$ cat src/rtl/mmu_pkg.sv
// Shared constants and entry-layout helpers for the segment decoder and TLB.
// Entry layout, MSB first: {vpn2, asid, g, pfn0, c0, d0, v0, pfn1, c1, d1, v1}.
package mmu_pkg;

    localparam logic [2:0] SEG_KSEG0  = 3'b100;
    localparam logic [2:0] SEG_KSEG1  = 3'b101;
    localparam logic [2:0] CCA_CACHED = 3'b011;

    localparam int unsigned VPN2_W = 19;
    localparam int unsigned CCA_W  = 3;

    function automatic int unsigned pfn_w(input int unsigned pa_w);
        return pa_w - 12;
    endfunction

    // One page half is {pfn, c[2:0], d, v}.
    function automatic int unsigned half_w(input int unsigned pfn_width);
        return pfn_width + CCA_W + 2;
    endfunction

    function automatic int unsigned entry_w(input int unsigned asid_w, input int unsigned pa_w);
        return VPN2_W + asid_w + 1 + 2 * half_w(pfn_w(pa_w));
    endfunction

    function automatic int unsigned g_lsb(input int unsigned pa_w);
        return 2 * half_w(pfn_w(pa_w));
    endfunction

    function automatic int unsigned asid_lsb(input int unsigned pa_w);
        return g_lsb(pa_w) + 1;
    endfunction

    function automatic int unsigned vpn2_lsb(input int unsigned asid_w, input int unsigned pa_w);
        return asid_lsb(pa_w) + asid_w;
    endfunction

    localparam int unsigned DEF_ASID_W  = 8;
    localparam int unsigned DEF_PA_W    = 32;
    localparam int unsigned DEF_PFN_W   = pfn_w(DEF_PA_W);
    localparam int unsigned DEF_ENTRY_W = entry_w(DEF_ASID_W, DEF_PA_W);

    // Field view of an entry in the default configuration, for CP0-side software models.
    typedef struct packed {
        logic [VPN2_W-1:0]     vpn2;
        logic [DEF_ASID_W-1:0] asid;
        logic                  g;
        logic [DEF_PFN_W-1:0]  pfn0;
        logic [CCA_W-1:0]      c0;
        logic                  d0;
        logic                  v0;
        logic [DEF_PFN_W-1:0]  pfn1;
        logic [CCA_W-1:0]      c1;
        logic                  d1;
        logic                  v1;
    } tlb_entry_t;

    function automatic logic [DEF_ENTRY_W-1:0] pack_entry(input tlb_entry_t e);
        return e;
    endfunction

    function automatic tlb_entry_t unpack_entry(input logic [DEF_ENTRY_W-1:0] bits);
        return tlb_entry_t'(bits);
    endfunction

endpackage

$ cat src/rtl/tlb_match.sv
// Fully-associative VPN2/ASID compare across all entries with a lowest-index-wins encoder.
module tlb_match
    import mmu_pkg::*;
#(
    parameter int unsigned TLBNUM = 16,
    parameter int unsigned ASID_W = 8,
    localparam int unsigned IDX_W = $clog2(TLBNUM)
) (
    input  logic [TLBNUM-1:0]             i_present,
    input  logic [TLBNUM-1:0][VPN2_W-1:0] i_vpn2,
    input  logic [TLBNUM-1:0][ASID_W-1:0] i_asid,
    input  logic [TLBNUM-1:0]             i_g,
    input  logic [VPN2_W-1:0]             i_key_vpn2,
    input  logic [ASID_W-1:0]             i_key_asid,
    output logic                          o_found,
    output logic [IDX_W-1:0]              o_index
);

    logic [TLBNUM-1:0] w_hit;

    always_comb begin
        w_hit = '0;
        for (int i = 0; i < TLBNUM; i++) begin
            w_hit[i] = i_present[i] && (i_vpn2[i] == i_key_vpn2) &&
                       (i_g[i] || (i_asid[i] == i_key_asid));
        end
    end

    // Scanning downward lets the lowest matching index overwrite any higher one.
    always_comb begin
        o_found = |w_hit;
        o_index = '0;
        for (int i = TLBNUM - 1; i >= 0; i--) begin
            if (w_hit[i]) begin
                o_index = IDX_W'(i);
            end
        end
    end

endmodule

$ cat src/rtl/mmu_tlb.sv
// Virtual-to-physical translation: fixed kseg0/kseg1 mapping, software-managed TLB elsewhere.
// Lookup and probe results are registered; TLBWI/TLBR/TLBP are driven by CP0.
module mmu_tlb
    import mmu_pkg::*;
#(
    parameter int unsigned TLBNUM = 16,
    parameter int unsigned ASID_W = 8,
    parameter int unsigned PA_W   = 32,
    localparam int unsigned IDX_W   = $clog2(TLBNUM),
    localparam int unsigned PFN_W   = pfn_w(PA_W),
    localparam int unsigned ENTRY_W = entry_w(ASID_W, PA_W)
) (
    input  logic               clk,
    input  logic               resetn,
    input  logic               req_valid,
    input  logic [31:0]        req_vaddr,
    input  logic               req_store,
    input  logic [ASID_W-1:0]  cur_asid,
    input  logic [2:0]         k0_cca,
    output logic               resp_valid,
    output logic [PA_W-1:0]    resp_paddr,
    output logic               resp_cached,
    output logic               resp_refill,
    output logic               resp_invalid,
    output logic               resp_modified,
    input  logic               wr_en,
    input  logic [IDX_W-1:0]   wr_index,
    input  logic [ENTRY_W-1:0] wr_entry,
    input  logic [IDX_W-1:0]   rd_index,
    output logic [ENTRY_W-1:0] rd_entry,
    input  logic               probe_en,
    input  logic [VPN2_W-1:0]  probe_vpn2,
    input  logic [ASID_W-1:0]  probe_asid,
    output logic               probe_done,
    output logic               probe_hit,
    output logic [IDX_W-1:0]   probe_index
);

    localparam int unsigned HALF_W   = half_w(PFN_W);
    localparam int unsigned G_LSB    = g_lsb(PA_W);
    localparam int unsigned ASID_LSB = asid_lsb(PA_W);
    localparam int unsigned VPN2_LSB = vpn2_lsb(ASID_W, PA_W);

    logic [ENTRY_W-1:0] r_entry [TLBNUM];
    logic [TLBNUM-1:0]  r_present;

    logic [TLBNUM-1:0][VPN2_W-1:0] w_vpn2;
    logic [TLBNUM-1:0][ASID_W-1:0] w_asid;
    logic [TLBNUM-1:0]             w_g;

    always_comb begin
        for (int i = 0; i < TLBNUM; i++) begin
            w_vpn2[i] = r_entry[i][VPN2_LSB +: VPN2_W];
            w_asid[i] = r_entry[i][ASID_LSB +: ASID_W];
            w_g[i]    = r_entry[i][G_LSB];
        end
    end

    logic             w_lk_found;
    logic [IDX_W-1:0] w_lk_idx;
    logic             w_pr_found;
    logic [IDX_W-1:0] w_pr_idx;

    tlb_match #(
        .TLBNUM (TLBNUM),
        .ASID_W (ASID_W)
    ) u_lookup_match (
        .i_present  (r_present),
        .i_vpn2     (w_vpn2),
        .i_asid     (w_asid),
        .i_g        (w_g),
        .i_key_vpn2 (req_vaddr[31:13]),
        .i_key_asid (cur_asid),
        .o_found    (w_lk_found),
        .o_index    (w_lk_idx)
    );

    tlb_match #(
        .TLBNUM (TLBNUM),
        .ASID_W (ASID_W)
    ) u_probe_match (
        .i_present  (r_present),
        .i_vpn2     (w_vpn2),
        .i_asid     (w_asid),
        .i_g        (w_g),
        .i_key_vpn2 (probe_vpn2),
        .i_key_asid (probe_asid),
        .o_found    (w_pr_found),
        .o_index    (w_pr_idx)
    );

    // vaddr[12] picks the odd page (low half of the entry) or the even page.
    logic [HALF_W-1:0] w_page;
    logic [PFN_W-1:0]  w_pfn;
    logic [2:0]        w_c;
    logic              w_d;
    logic              w_v;

    always_comb begin
        w_page = req_vaddr[12] ? r_entry[w_lk_idx][HALF_W-1:0]
                               : r_entry[w_lk_idx][2*HALF_W-1:HALF_W];
        w_pfn  = w_page[HALF_W-1:5];
        w_c    = w_page[4:2];
        w_d    = w_page[1];
        w_v    = w_page[0];
    end

    logic [PA_W-1:0] w_paddr;
    logic            w_cached;
    logic            w_refill;
    logic            w_invalid;
    logic            w_modified;

    always_comb begin
        w_paddr    = PA_W'(req_vaddr[28:0]);
        w_cached   = 1'b0;
        w_refill   = 1'b0;
        w_invalid  = 1'b0;
        w_modified = 1'b0;
        case (req_vaddr[31:29])
            SEG_KSEG0: w_cached = (k0_cca == CCA_CACHED);
            SEG_KSEG1: w_cached = 1'b0;
            default: begin
                if (!w_lk_found) begin
                    w_refill = 1'b1;
                    w_paddr  = '0;
                end else begin
                    w_paddr    = {w_pfn, req_vaddr[11:0]};
                    w_cached   = (w_c == CCA_CACHED);
                    w_invalid  = !w_v;
                    w_modified = req_store && w_v && !w_d;
                end
            end
        endcase
    end

    // Payload is not reset; only the present bits gate matching.
    always_ff @(posedge clk) begin
        if (wr_en) begin
            r_entry[wr_index] <= wr_entry;
        end
    end

    logic               r_resp_valid;
    logic [PA_W-1:0]    r_resp_paddr;
    logic               r_resp_cached;
    logic               r_resp_refill;
    logic               r_resp_invalid;
    logic               r_resp_modified;
    logic [ENTRY_W-1:0] r_rd_entry;
    logic               r_probe_done;
    logic               r_probe_hit;
    logic [IDX_W-1:0]   r_probe_index;

    always_ff @(posedge clk or negedge resetn) begin
        if (!resetn) begin
            r_present       <= '0;
            r_resp_valid    <= 1'b0;
            r_resp_paddr    <= '0;
            r_resp_cached   <= 1'b0;
            r_resp_refill   <= 1'b0;
            r_resp_invalid  <= 1'b0;
            r_resp_modified <= 1'b0;
            r_rd_entry      <= '0;
            r_probe_done    <= 1'b0;
            r_probe_hit     <= 1'b0;
            r_probe_index   <= '0;
        end else begin
            if (wr_en) begin
                r_present[wr_index] <= 1'b1;
            end
            r_resp_valid <= req_valid;
            if (req_valid) begin
                r_resp_paddr    <= w_paddr;
                r_resp_cached   <= w_cached;
                r_resp_refill   <= w_refill;
                r_resp_invalid  <= w_invalid;
                r_resp_modified <= w_modified;
            end
            r_rd_entry   <= r_entry[rd_index];
            r_probe_done <= probe_en;
            if (probe_en) begin
                r_probe_hit   <= w_pr_found;
                r_probe_index <= w_pr_found ? w_pr_idx : '0;
            end
        end
    end

    assign resp_valid    = r_resp_valid;
    assign resp_paddr    = r_resp_paddr;
    assign resp_cached   = r_resp_cached;
    assign resp_refill   = r_resp_refill;
    assign resp_invalid  = r_resp_invalid;
    assign resp_modified = r_resp_modified;
    assign rd_entry      = r_rd_entry;
    assign probe_done    = r_probe_done;
    assign probe_hit     = r_probe_hit;
    assign probe_index   = r_probe_index;

endmodule

$ cat config.mk
export PLATFORM = sky130hd
export DESIGN_NAME = mmu_tlb
export DESIGN_NICKNAME = d
export VERILOG_FILES = /design/src/rtl/mmu_pkg.sv /design/src/rtl/tlb_match.sv /design/src/rtl/mmu_tlb.sv
export SDC_FILE = /design/constraint.sdc
export NUM_CORES = 2
export LEC_CHECK = 0
export CORE_UTILIZATION = 54
export DETAILED_ROUTE_END_ITERATION = 8
export PLACE_DENSITY = 0.8
export RECOVER_POWER = 25
export SLEW_MARGIN = 20
export SYNTH_ARGS = -nofsm -noshare
export SYNTH_HDL_FRONTEND = slang
export SYNTH_SLANG_ARGS = --single-unit
$ cat constraint.sdc
create_clock -name clk -period 3.7 [get_ports clk]
set_input_delay 0.74 -clock clk [delete_from_list [all_inputs] [get_ports clk]]
set_output_delay 0.74 -clock clk [all_outputs]
set_load 0.005 [all_outputs]
Word level (Yosys, flattened, before mapping)
Memories as Yosys holds them, arrays and structs flattened. A register that Yosys moved wholly into a read port is not among the register bits. Index checks and enable logic that the tools add are counted.

Order comparisons: 2. Multiplexer cells: 48. Eq/ne operators: 68. Bitwise operators: 1. Reductions and logical operators: 105.

Operator list (count): equality test 19 bit (32); equality test 8 bit (32); two-way mux 4 bit (33); logical AND 1 bit (67); two-way mux 32 bit (2); logical OR 1 bit (32); OR reduction 16 bit (2); two-way mux 25 bit (1); bitwise OR 16 bit (1); two-way mux 1 bit (10); equality test 3 x 2 -> 1 bit, second input constant (2); equality test 3 bit, second input constant (2); less-than comparator 4 x 5 -> 1 bit, second input constant (1); demux 1 bit (select 4 bit) (1); >= comparator 4 x 1 -> 1 bit, second input constant (1); zero test 1 bit (3); case mux 1 bit (2 select lines) (1); OR reduction 2 bit (1).

Input port bits: 162. Bits in registers: 59. Word-level logic and storage cells: 235. Output and inout port bits: 121. Bits in writable memories: 1248. Memories kept: 1.

Memories: r_entry (depth 16, width 78, rd ports 18, clocked after memory_dff 1, wr ports 1, RTL line mmu_tlb.sv:44) `logic [ENTRY_W-1:0] r_entry [TLBNUM];`.

Logic depth before layout (Yosys ltp)
An unclocked memory read counts as a cell.

Depth in word-level cells: 25. Mapped depth: 18. Depth with buffers taken out: 13.

Cells and area by module
A second synthesis with hierarchy kept.

Cells, all modules: 3847. Area total of the unflattened synthesis: 67994.0 sq um.

By module, submodules not included: mmu_tlb (sequential area each 40904.2 sq um, cells an instance 2487, area an instance 57138.6 sq um, instances 1); tlb_match (sequential area each 0.0 sq um, cells an instance 680, area an instance 5427.7 sq um, instances 2).

Worst setup path after synthesis
OpenSTA, ideal clock, no wires.

Path type: in2reg. From: in wr_index[2]. To: reg r_present[0]. Path slack: -3.546 ns. Data required time: 3.602 ns. Buffers on the path: 0. Library setup time: 0.098 ns. Data arrival time: 7.147 ns. Stages: 3. Path through: or3b_2 nor3_1 or2_2.

Longest elaborated chain between the ends: 5. Elaborated cells between the ends (all ways): 6. Classes of those cells: order compare (2); mux (2); bitwise (1); reduce/logical (1).

Ends and longest elaborated chain: start: declaration (RTL line mmu_tlb.sv:27) `input logic [IDX_W-1:0] wr_index,`; less-than comparator 4 x 5 -> 1 bit (implied by the code) or >= comparator 4 x 1 -> 1 bit (tied branches) (RTL line mmu_tlb.sv:170) `r_present[wr_index] <= 1'b1;`; logical AND 1 bit (implied by the code) (RTL line mmu_tlb.sv:170); two-way mux 1 bit (implied by the code) (RTL line mmu_tlb.sv:170); demux 1 bit (select 4 bit) * (RTL line mmu_tlb.sv:170); bitwise OR 16 bit (no line) *; end signal: assignment (RTL line mmu_tlb.sv:157) `r_present <= '0;`; end signal: indexed assignment (RTL line mmu_tlb.sv:170); end: declaration (RTL line mmu_tlb.sv:45) `logic [TLBNUM-1:0] r_present;`.

Mark *: on every way between the ends. The rest lies on a longest branch, timed or not. A chain may end at the register's enable or synchronous reset.

Final worst setup path
From: in cur_asid[0]. To: reg r_resp_paddr[26], in the netlist resp_paddr[26].

Longest elaborated chain between the ends: 23. Elaborated cells between the ends (all ways): 69. Classes of those cells: eq/ne (16); mux (19); reduce/logical (33); memory (1).

Ends and longest elaborated chain: start: declaration (RTL line mmu_tlb.sv:18) `input logic [ASID_W-1:0] cur_asid,`; equality test 8 bit (RTL line tlb_match.sv:25) `(i_g[i] || (i_asid[i] == i_key_asid));`; logical OR 1 bit (RTL line tlb_match.sv:25); logical AND 1 bit (RTL line tlb_match.sv:24) `w_hit[i] = i_present[i] && (i_vpn2[i] == i_key_vpn2) &&`; two-way mux 4 bit (16 in series) (RTL line tlb_match.sv:34) `if (w_hit[i]) begin`; memory (16 x 78 bit); two-way mux 25 bit (RTL line mmu_tlb.sv:100) `w_page = req_vaddr[12] ? r_entry[w_lk_idx][HALF_W-1:0]`; two-way mux 32 bit * (RTL line mmu_tlb.sv:124) `if (!w_lk_found) begin`; two-way mux 32 bit * (RTL line mmu_tlb.sv:120) `case (req_vaddr[31:29])`; end signal: assignment (RTL line mmu_tlb.sv:174) `r_resp_paddr <= w_paddr;`; end: declaration (RTL line mmu_tlb.sv:145) `logic [PA_W-1:0] r_resp_paddr;`.

Marks and branches as above.

==> impl_metrics.yaml <==
worst_setup_path:
  critical_path.startpoint_type: "primary input"
  critical_path.startpoint: "cur_asid[0]"
  critPathKind: "primary input to flip-flop"
  timing.critical_path.required_ps: 4380
  timing.rr.start: "r_entry[15][61]"
  arrival_ps: 4860
  worstPathMaxFanout: 10
  end_kind: "flip-flop"
clocking:
  clock-root-buffer: "clkbuf_16"
  post_cts_hold_buffer_count: 0
  clk_pin_slew_ps: 60
  cts_tree: "done"
  tritoncts.num_buffers: 148
  cts-htree-levels: 4
  clock_sink_count: 1385
  clk_latency_ps: 830
  cts_buffer_depth: 3
floorplanning:
  fp.dieW_um: 361.4
  start_util_pct: 54.55
  num_io_pins: 283
  core_area_um2: 127800
  chipHeight_um: 361.4
  std_cell_rows: 131
  die-area_um2: 130600
status:
  violations: "capacitance limit, slew limit, setup timing"
  status: "complete, but fails checks"
timing:
  timing.final.max_slew_violations: 176
  tns_ps: -9160
  timing.final.crit_period_ps: 4174
  final-setup-viol-count: 23
  number_of_failing_hold_endpoints_at_the_final_stage: 0
  fin_ws_ps: -473.6
  achievable-frequency_ghz: 0.2396
  rsz0062_at_grt: "true"
  tightest_pin_transition_ps: 2561
  clock_skew_ps: 42.48
  fin_crit_sh_pct: 112.8
  slew_headroom_pct: -70.72
yosys:
  synth.yosys.seq_area_share_pct: 58.65
  synthesis.nets: 4685
  synth.top_cells.by_area: "edfxtp_1 54%, mux4_2 13%, xor2_1 8.1%, mux2i_1 4.9%, dfrtp_1 4.9%"
  synth_enable_flop_cells: 1248
  synth_ff_type: "edfxtp_1"
  syn_area_um2: 69740
  yosys.area.top_type_share_pct: 53.74
  synth.lib_cells_used.distinct: 64
  synth.largest_area_cell: "edfxtp_1"
  postSynthCellCount: 4523
  yosysWarnings: 0
  post_synth.cell_area_avg_um2: 15.42
  synth-async-reset-ratio_pct: 9.892
  postSynthRegisterBits: 1385
finish:
  fillers: 7855
  ratio_of_cells_with_drive_above_1_in_the_final_layout_pct: 36.54
  postLayoutCellArea_um2: 91710
  area_of_the_multi_input_gates_um2: 29480
  area.growth.synth_to_final_pct: 31.50
  final-seq-area_um2: 40900
  nets: 5963
placed_design:
  place_congestion: 1.050
  placed_cell_area_um2: 82680
  placement.io_buffers: 282
  place_hpwl_um: 183100
route:
  wire_per_inst_um: 36.47
  routed_wl_um: 277400
  iteration_0_drc_count_of_the_detailed_router: 8075
  drt-vias-per-instance: 6.850
  drtPass1Iterations: 6
  detail_route.drc_violations: 0
  vias: 52100
  ant_nets: 0
min_path:
  timing.hold.worst.class: "flip-flop to flip-flop"
  min_from: "resp_paddr[10]"
pwr:
  leakagePower_nw: 32.90
  vdd_ir_drop_max_v: 0.0005766
  fin_total_pwr_mw: 37.33
  power-per-cell-area_nw_per_um2: 407.0
global_route:
  initial_antenna_violation_count: 26
  first_global_vias: 52060
  grt-ovfl-total: 0
  pin_count_of_the_biggest_net_entering_global_routing: 86
  grt_pass1_wl_um: 382600
  grt_usage_pct: 41.78
flow_run:
  drv.max_cap_violation_count: 5
-- registers in the layout, indices dropped and copies added, names as in the netlist --
| register | flops |
|---|---|
| rd_entry | 78 |
| probe_index | 4 |
| resp_cached | 1 |
| resp_invalid | 1 |
| resp_valid | 1 |
| resp_modified | 1 |
| resp_refill | 1 |
| probe_done | 1 |
| r_entry | 1248 |
| resp_paddr | 32 |
| probe_hit | 1 |
| r_present | 16 |
-- area by class of cell --
type | instances | area share [%]
Timing Repair Buffer | 1438 | 15.53
Multi-Input combinational cell | 2819 | 32.14
Antenna cell | 19 | 0.05184
Tap cell | 1662 | 2.267
Clock inverter | 64 | 0.6944
Sequential cell | 1385 | 44.60
Inverter | 9 | 0.04093
Clock buffer | 210 | 4.670
-- cells in the final DEF, fill, tap and decap left out, types with 35 or more instances in the layout --
master           instances
edfxtp_1              1248
buf_4                  920
xor2_1                 611
mux4_2                 393
mux2i_1                331
xnor2_1                213
clkdlybuf4s50_1        209
nor4_1                 174
clkbuf_16              155
buf_12                 142
dfrtp_1                137
nand2_1                135
nand4_1                 82
a21oi_1                 77
o21ai_1                 62
nand3_1                 52
mux2_2                  52
nor2b_1                 43
buf_6                   43
dlygate4sd3_1           40
nor4_2                  36
clkbuf_1                35
-- worst max-delay path, cell delays in order --
cell and delay [ps]:
dlygate4sd2_1 260, buf_12 160, buf_4 160, xor2_1 180, nor4_1 430, a21oi_2 230
nor4_4 480, buf_4 220, nor4b_2 60, buf_4 160, a21oi_4 220, bufbuf_16 330
buf_6 150, mux2_2 350, o21ai_0 170, o22ai_1 110, buf_4 170, nor3_1 180
o21ai_1 80
-- per-stage QoR --
step | hold WS (ps) | setup WS [ps] | util (%) | cells
finish | 511.3 | -473.6 | 71.74 | 7606
CTS | 23.89 | -351.6 | 71.10 | 7562
detailed placement | 495.0 | -1804 | 64.67 | 7178
global route | 533.5 | -550.2 | 71.71 | 7591
global placement | 471.0 | -1707 | 64.67 | 7178
floorplan | 444.4 | -1082 | - | 4523
-- what timing repair did --
item / 4_1_cts / 5_1_grt
cloned: 27 / 2
setup endpoints to repair: 23 / 24
resized for setup: 439 / 141
pin swaps: 80 / 41
endpoints found under the hold margin: 0 / 0
buffers inserted: 84 / 27
-- Yosys cell counts (55+ instances only) --
master and number:
a21oi_1 110, mux4_2 393, edfxtp_1 1248, nand4_1 82, nor4_1 221, xnor2_1 222
nand3_1 55, dfrtp_1 137, o21ai_0 90, clkbuf_1 142, mux2_2 59, a211oi_1 58
buf_2 80, mux2i_1 343, xor2_1 642, nand2_1 137
-- path summary, 6_finish.rpt --
path | end | slack (ps) | cells past startpoint
min in group asynchronous | rd_entry[58] | 670 | 1
max in group asynchronous | rd_entry[39] | 190 | 2
min reg2reg | resp_paddr[10] | 510 | 1
max reg2reg | resp_paddr[26] | -450 | 18
min | resp_paddr[10] | 510 | 1
max | resp_paddr[26] | -470 | 19
-- layer usage --
metal / vias up / share of wire (%) / global-route usage, %
met4: 18 / 8.9 / 30.33
met1: 26150 / 33 / 51.47
met2: 4466 / 46 / 65.56
met5: - / 0.043 / 0
li1: 20390 / - / -
met3: 1084 / 12 / 9.050
-- cells by family after synthesis --
family,after synthesis,synth area share (%)
buffers and inverters,319,2.101
DFF,1385,58.65
and+or+nand+nor,792,6.604
xor gates and xnor gates,864,10.85
AOI/OAI and AO/OA,368,3.228
muxes,795,18.57
-- power breakdown --
group          internal (mW)  leakage (nW)  total, mW  switching, mW
combinational           1.92          17.6       4.28           2.35
sequential              17.5          12.9       17.8          0.324
clock                   8.73          2.40       15.2           6.48
total                   28.2          32.9       37.3           9.16
(Power assumes the default switching activity.)
